### src/rtl/readout_seq_if.sv
// readout_seq_if: sample-RAM read port plus the outgoing sample stream.
//   master (sequencer): drives mem_rd, mem_addr, out_data, out_valid;
//                       samples mem_data, out_ready.
//   slave (RAM + consumer): drives mem_data, out_ready.
interface readout_seq_if;
  logic        mem_rd;
  logic [12:0] mem_addr;
  logic [3:0]  mem_data;
  logic [3:0]  out_data;
  logic        out_valid;
  logic        out_ready;

  modport master (
    output mem_rd, mem_addr, out_data, out_valid,
    input  mem_data, out_ready
  );

  modport slave (
    input  mem_rd, mem_addr, out_data, out_valid,
    output mem_data, out_ready
  );
endinterface

### src/rtl/readout_seq.sv
// readout_seq: frame readout sequencer for the 4-channel capture memory.
// Latches zoom/offset on start, steps an external read-address generator once
// per sample, issues single-cycle RAM reads, waits MEM_LAT cycles and presents
// each 4-bit sample on a valid/ready stream.
// Ports:
//   clk, rst                 clock, synchronous active-high reset
//   start, zoom_in, offset_in frame request and its configuration
//   abort                    frame cancel (only with RDSEQ_ABORT_EN defined)
//   ra_old/ra_zoom/ra_offset operands to the address generator
//   ra_next                  generator result (combinational from ra_*)
//   bus                      RAM read port + output stream (readout_seq_if)
//   busy, done, cfg_err      status: non-idle, completion pulse, sticky bad zoom
// Macro RDSEQ_ABORT_EN adds the abort port and its cancel behaviour.
module readout_seq #(
  parameter int unsigned SAMPLES = 256,
  parameter int unsigned MEM_LAT = 1
) (
  input  logic                clk,
  input  logic                rst,
  input  logic                start,
  input  logic [3:0]          zoom_in,
  input  logic [2:0]          offset_in,
`ifdef RDSEQ_ABORT_EN
  input  logic                abort,
`endif
  output logic [12:0]         ra_old,
  output logic [3:0]          ra_zoom,
  output logic [2:0]          ra_offset,
  input  logic [12:0]         ra_next,
  readout_seq_if.master       bus,
  output logic                busy,
  output logic                done,
  output logic                cfg_err
);

  localparam int unsigned AW = 13;
  localparam int unsigned LW = (MEM_LAT > 1) ? $clog2(MEM_LAT) : 1;

  typedef enum logic [2:0] {IDLE, ISSUE, WAIT, PRESENT, DONE} state_t;

  state_t          state, state_nxt;
  logic [AW-1:0]   idx, idx_nxt;
  logic [AW-1:0]   cnt, cnt_nxt;
  logic [LW-1:0]   lat, lat_nxt;
  logic [3:0]      zoom_nxt;
  logic [2:0]      off_nxt;
  logic            err_nxt;
  logic [3:0]      data_nxt;
  logic            zoom_legal;
  logic [3:0]      zoom_sel;

  assign zoom_legal = (zoom_in == 4'd1) || (zoom_in == 4'd2) ||
                      (zoom_in == 4'd4) || (zoom_in == 4'd8);
  assign zoom_sel   = zoom_legal ? zoom_in : 4'd1;

  assign ra_old = idx;

  // Generator result is the read address; forced to 0 outside the read strobe.
  assign bus.mem_addr = bus.mem_rd ? ra_next : '0;

  // Next-state and datapath next values.
  always_comb begin
    state_nxt = state;
    idx_nxt   = idx;
    cnt_nxt   = cnt;
    lat_nxt   = lat;
    zoom_nxt  = ra_zoom;
    off_nxt   = ra_offset;
    err_nxt   = cfg_err;
    data_nxt  = bus.out_data;
    case (state)
      IDLE: begin
        if (start) begin
          zoom_nxt  = zoom_sel;
          off_nxt   = offset_in;
          err_nxt   = !zoom_legal;
          // Pre-decrement so the first generator step lands on {offset,8'b0}.
          idx_nxt   = AW'(0) - AW'(zoom_sel);
          cnt_nxt   = '0;
          state_nxt = ISSUE;
        end
      end
      ISSUE: begin
        // Keep idx offset-free; the generator re-adds the page offset.
        idx_nxt   = ra_next - {ra_offset, 8'b0};
        lat_nxt   = '0;
        state_nxt = WAIT;
      end
      WAIT: begin
        if (lat == LW'(MEM_LAT - 1)) begin
          data_nxt  = bus.mem_data;
          state_nxt = PRESENT;
        end else begin
          lat_nxt = lat + LW'(1);
        end
      end
      PRESENT: begin
        if (bus.out_ready) begin
          if (cnt == AW'(SAMPLES - 1)) begin
            state_nxt = DONE;
          end else begin
            cnt_nxt   = cnt + AW'(1);
            state_nxt = ISSUE;
          end
        end
      end
      DONE: begin
        state_nxt = IDLE;
      end
      default: begin
        state_nxt = IDLE;
      end
    endcase
`ifdef RDSEQ_ABORT_EN
    if (abort && (state != IDLE)) begin
      state_nxt = IDLE;
    end
`endif
  end

  // State, datapath and registered outputs (decoded from the next state).
  always_ff @(posedge clk) begin
    if (rst) begin
      state         <= IDLE;
      idx           <= '0;
      cnt           <= '0;
      lat           <= '0;
      ra_zoom       <= 4'd1;
      ra_offset     <= '0;
      cfg_err       <= 1'b0;
      bus.out_data  <= '0;
      bus.mem_rd    <= 1'b0;
      bus.out_valid <= 1'b0;
      busy          <= 1'b0;
      done          <= 1'b0;
    end else begin
      state         <= state_nxt;
      idx           <= idx_nxt;
      cnt           <= cnt_nxt;
      lat           <= lat_nxt;
      ra_zoom       <= zoom_nxt;
      ra_offset     <= off_nxt;
      cfg_err       <= err_nxt;
      bus.out_data  <= data_nxt;
      bus.mem_rd    <= (state_nxt == ISSUE);
      bus.out_valid <= (state_nxt == PRESENT);
      busy          <= (state_nxt != IDLE);
      done          <= (state_nxt == DONE);
    end
  end

endmodule
### src/flat_wrapper.sv
// flat-port wrapper written by rule: the top's interface ports become plain ports
module readout_seq_flat 
#(
  parameter int unsigned SAMPLES = 256,
  parameter int unsigned MEM_LAT = 1
)
  (clk, rst, start, zoom_in, offset_in, ra_old, ra_zoom, ra_offset, ra_next, busy, done, cfg_err, bus_mem_rd, bus_mem_addr, bus_out_data, bus_out_valid, bus_mem_data, bus_out_ready);
  readout_seq_if bus_i ();
  input  logic clk;
  input  logic rst;
  input  logic start;
  input  logic [3:0] zoom_in;
  input  logic [2:0] offset_in;
  output logic [12:0] ra_old;
  output logic [3:0] ra_zoom;
  output logic [2:0] ra_offset;
  input  logic [12:0] ra_next;
  output logic busy;
  output logic done;
  output logic cfg_err;
  output wire logic [$bits(bus_i.mem_rd)-1:0] bus_mem_rd;
  output wire logic [$bits(bus_i.mem_addr)-1:0] bus_mem_addr;
  output wire logic [$bits(bus_i.out_data)-1:0] bus_out_data;
  output wire logic [$bits(bus_i.out_valid)-1:0] bus_out_valid;
  input wire logic [$bits(bus_i.mem_data)-1:0] bus_mem_data;
  input wire logic [$bits(bus_i.out_ready)-1:0] bus_out_ready;
  assign bus_mem_rd = bus_i.mem_rd;
  assign bus_mem_addr = bus_i.mem_addr;
  assign bus_out_data = bus_i.out_data;
  assign bus_out_valid = bus_i.out_valid;
  assign bus_i.mem_data = bus_mem_data;
  assign bus_i.out_ready = bus_out_ready;
  readout_seq #(.SAMPLES(SAMPLES), .MEM_LAT(MEM_LAT)) u_core (.clk(clk), .rst(rst), .start(start), .zoom_in(zoom_in), .offset_in(offset_in), .ra_old(ra_old), .ra_zoom(ra_zoom), .ra_offset(ra_offset), .ra_next(ra_next), .bus(bus_i), .busy(busy), .done(done), .cfg_err(cfg_err));
endmodule
### config.mk
export PLATFORM = sky130hd
export DESIGN_NAME = readout_seq_flat
export DESIGN_NICKNAME = d
export VERILOG_FILES = /design/src/rtl/readout_seq_if.sv /design/src/rtl/readout_seq.sv /design/src/flat_wrapper.sv
export SDC_FILE = /design/constraint.sdc
export NUM_CORES = 1
export LEC_CHECK = 0
export CAP_MARGIN = 5
export CORE_AREA = 4 4 75 77
export DETAILED_ROUTE_END_ITERATION = 10
export DIE_AREA = 0 0 79 81
export HOLD_SLACK_MARGIN = 0.03
export PLACE_DENSITY = 0.83
export SYNTH_ARGS = -nofsm -noshare
export SYNTH_HDL_FRONTEND = slang
export SYNTH_SLANG_ARGS = --single-unit
### constraint.sdc
create_clock -name clk -period 2.8 [get_ports clk]
set_clock_uncertainty 0.15 [all_clocks]
set_input_delay 0.42 -clock clk [delete_from_list [all_inputs] [get_ports clk]]
set_output_delay 0.42 -clock clk [all_outputs]
set_load 0.02 [all_outputs]
==> impl_results.md <==
- Status: completed
- Reg power frac: 44.7%
- Initial antenna violation count: 0
- Yosys reg bits: between 40 and 50
- Pint: 1.14 mW
- Max-slew headroom: between 50% and 60%
- Clock Tree Buf Depth: 2
- F_max: 0.439 GHz
- Worst R2R End: u_core.cnt[12]$_SDFFE_PP0P_
- Reg2reg path depth: 4
- Cts hold-fix bufs: 0
- Combinational power share: 24.9%
- Synth top area share: 40.5%
- Ranking of synthesized cells by area: dfxtp_1, a21oi_1, nand2_1
- DP Wirelength: roughly 4300 um
- DRC violations left: 0
- RSZ-0062 raised after global routing: no
- Worst R2R Start: u_core.state[1]$_SDFF_PP0_
- IO Pins: 70
- Clock Sinks: 45
- Fill cells: around 460
- H-tree Lvls: 2
- Hold Crit Class: flip-flop to flip-flop
- Syn Nets: 287
- Cell variety after synth: between 50 and 60
- TNS Setup: 0 ns
- Final worst path period need: 2.28 ns
- Final Hold Vio Count: 0
- CTS tree: done
- Post-CTS setup buffers: 0
- M1 GR Usage: 22.9%
- Fin nets: 356
- CP Launch Point: ra_next[9]
- Peak VDD IR: 280 uV
- Number of core rows: 26
- Sw Ratio: approximately 29%
- Die width: roughly 79 um
- Hold Path Stages: 2
- NetSw: 0.459 mW
- Compound-Gate Fraction of Synth Area: 19.1%
- Reg clk slew, reported paths: about 0.090 ns
- CP max FO: 3
- Post-synthesis cell count: about 250
- Total CTS buffers: 5
- Critical path endpoint category: output port
- Post-CTS sizing: 0
- Max-cap violations: 0
- Via count: 2161
- Mapped Area: around 2200 sq um
- Adder-Cell Fraction of Synth Area: 3.72%
- Startpoint types: primary input
- Worst-margin pin slew: 0.729 ns
- Largest net degree at the start of global routing: 19
- Final period util: 81.4%
- Synth async-reset ratio: 0%
- Clk root buf: clkbuf_8
- WP data arrival: 1.71 ns
- Main combinational cell family by area after synthesis: simple AND/OR/NAND/NOR gates
- GR Util met3: under 10%
- R2r setup slk: 0.74 ns
- Post-synthesis sequential area ratio: 40.5%
- Post-synth EDFFs: 0
- GRT met2 Usage: 30.8%
- Critical Path RT: 2.23 ns
- Initial core utilization: 44.4%
- Layout cells sized above 1: slightly above 6%
- Final setup viols: 0
- Buffers on Ports: 69
- Remaining global-route overflow: 0
- Setup crit end: bus_mem_addr[9]
- YS warnings: 0
- WL per Instance: roughly 15 um
- Synth-to-Final Area Change: 39.6%
- Drt total wl: 5720 um
- # diodes: 0
- Synth area leader: dfxtp_1
- CP Class: primary input to output port
- Core Area: 5010 sq um
- Global-route layer with the greatest usage: met2
- RD Place Congestion: between 0.8 and 0.9
- Tot GR Track Use: 18.5%
- Power Total: around 1.6 mW
- DR vias/cell: between 5 and 6
- Power per Cell Area: slightly above 500 nW/um^2
- Clock latency on the worst-skew pair: 0.30 ns
- Most common flop cell mapped by yosys: dfxtp_1
- Final ANT Viol Nets: 0
- Commonest cells post-synth: dfxtp_1, nand2_1, a21oi_1, and2_1, nor2_1
- Clock share of power: a little under a third
- Count leader, synth: dfxtp_1
- Die area: 6400 sq um
- Avg Synthesized Cell Area: between 8 and 9 sq um
- Post-Synth Simple-Gate Area: a little over a quarter
- Synth Area in XOR/XNOR: 1.97%
- Mux contribution to synthesized area: 3.60%
- Die height: slightly above 80 um
- First-pass GRT wire length: 9630 um
- TritonRoute pass-1 iters: 4
- DRT iter0 DRCs: roughly 110
- Leakage power: 1.10 nW
- Via count of the first global-routing pass: 2165
- Max-slew violation count: 0
placed cells by master (no fill, tap or decap), types with 6 or more instances in the layout:
master           instances
a21oi_1                 25
a22oi_1                 11
and2_1                  14
buf_4                    6
clkdlybuf4s50_1         69
dfxtp_1                 45
inv_1                    7
mux2i_1                  8
nand2_1                 29
nand3_1                  7
nor2_1                  13
o21ai_0                  9
routing by layer:
layer | routed length [um] | vias up
met1 | 2590 | 1019
met4 | 87 | 0
met2 | 2700 | 65
met5 | 0 | -
met3 | 352 | 9
li1 | - | 1068
area by class of cell:
type	count	area, sq um	area share [%]
Tap cell	70	87.6	2.82
Multi-Input combinational cell	188	1240	40.0
Sequential cell	45	901	29.0
Inverter	7	26.3	0.847
Clock buffer	6	72.6	2.34
Timing Repair Buffer	75	736	23.7
Clock inverter	2	38.8	1.25
cells by family (layout without fill, tap and decap cells):
group | count (synthesis) | in the layout
mux | 8 | 8
buf+inv | 20 | 90
simple gates | 103 | 103
flops | 45 | 45
compound gates | 66 | 66
xor+xnor | 5 | 5
fa+ha+maj | 6 | 6
worst min path at each step:
stage                                         startpoint                              to  slack, ns
after floorplan              u_core.cnt[11]$_SDFFE_PP0P_     u_core.cnt[11]$_SDFFE_PP0P_       0.30
after global placement       u_core.cfg_err$_SDFFE_PP0P_     u_core.cfg_err$_SDFFE_PP0P_       0.29
after detailed placement  u_core.ra_zoom[3]$_SDFFE_PP0P_  u_core.ra_zoom[3]$_SDFFE_PP0P_       0.30
after CTS                    u_core.cfg_err$_SDFFE_PP0P_     u_core.cfg_err$_SDFFE_PP0P_       0.32
after global routing         u_core.cfg_err$_SDFFE_PP0P_     u_core.cfg_err$_SDFFE_PP0P_       0.33
final                      u_core.ra_old[1]$_SDFFE_PP0P_   u_core.ra_old[1]$_SDFFE_PP0P_       0.31
sequential cells by signal (all words and copies together), names as in the netlist:
name and count:
u_core.ra_offset 3, u_core.cnt 13, u_core.done 1, u_core.bus.out_valid 1, u_core.busy 1, u_core.ra_old 13
u_core.bus.out_data 4, u_core.ra_zoom 4, u_core.cfg_err 1, u_core.state 3, u_core.bus.mem_rd 1
worst max-delay path: stages:
cell             delay, ns
clkdlybuf4s50_1       0.54
and2_1                0.15
clkdlybuf4s50_1       0.60
power groups by stage:
stage	registers (mW)	logic [mW]	clock network (mW)
finish	0.718	0.399	0.487
global placement	0.732	0.394	0
detailed placement	0.732	0.400	0
CTS	0.718	0.402	0.497
global route	0.724	0.434	0.523
floorplan	0.768	0.175	0
metrics by stage:
stage          util [%]  setup WS (ns)  instances  hold WS [ns]  instance area [sq um]
6_report           61.9          0.520        393         0.312                   3100
5_1_grt            61.9          0.456        393         0.329                   3100
4_1_cts            61.9          0.518        393         0.315                   3100
3_5_place_dp       59.7          0.309        385         0.297                   2990
3_3_place_gp       59.7          0.363        385         0.291                   2990
2_1_floorplan         -          0.859        253         0.298                   2220
Power figures use the tool's default switching activity.
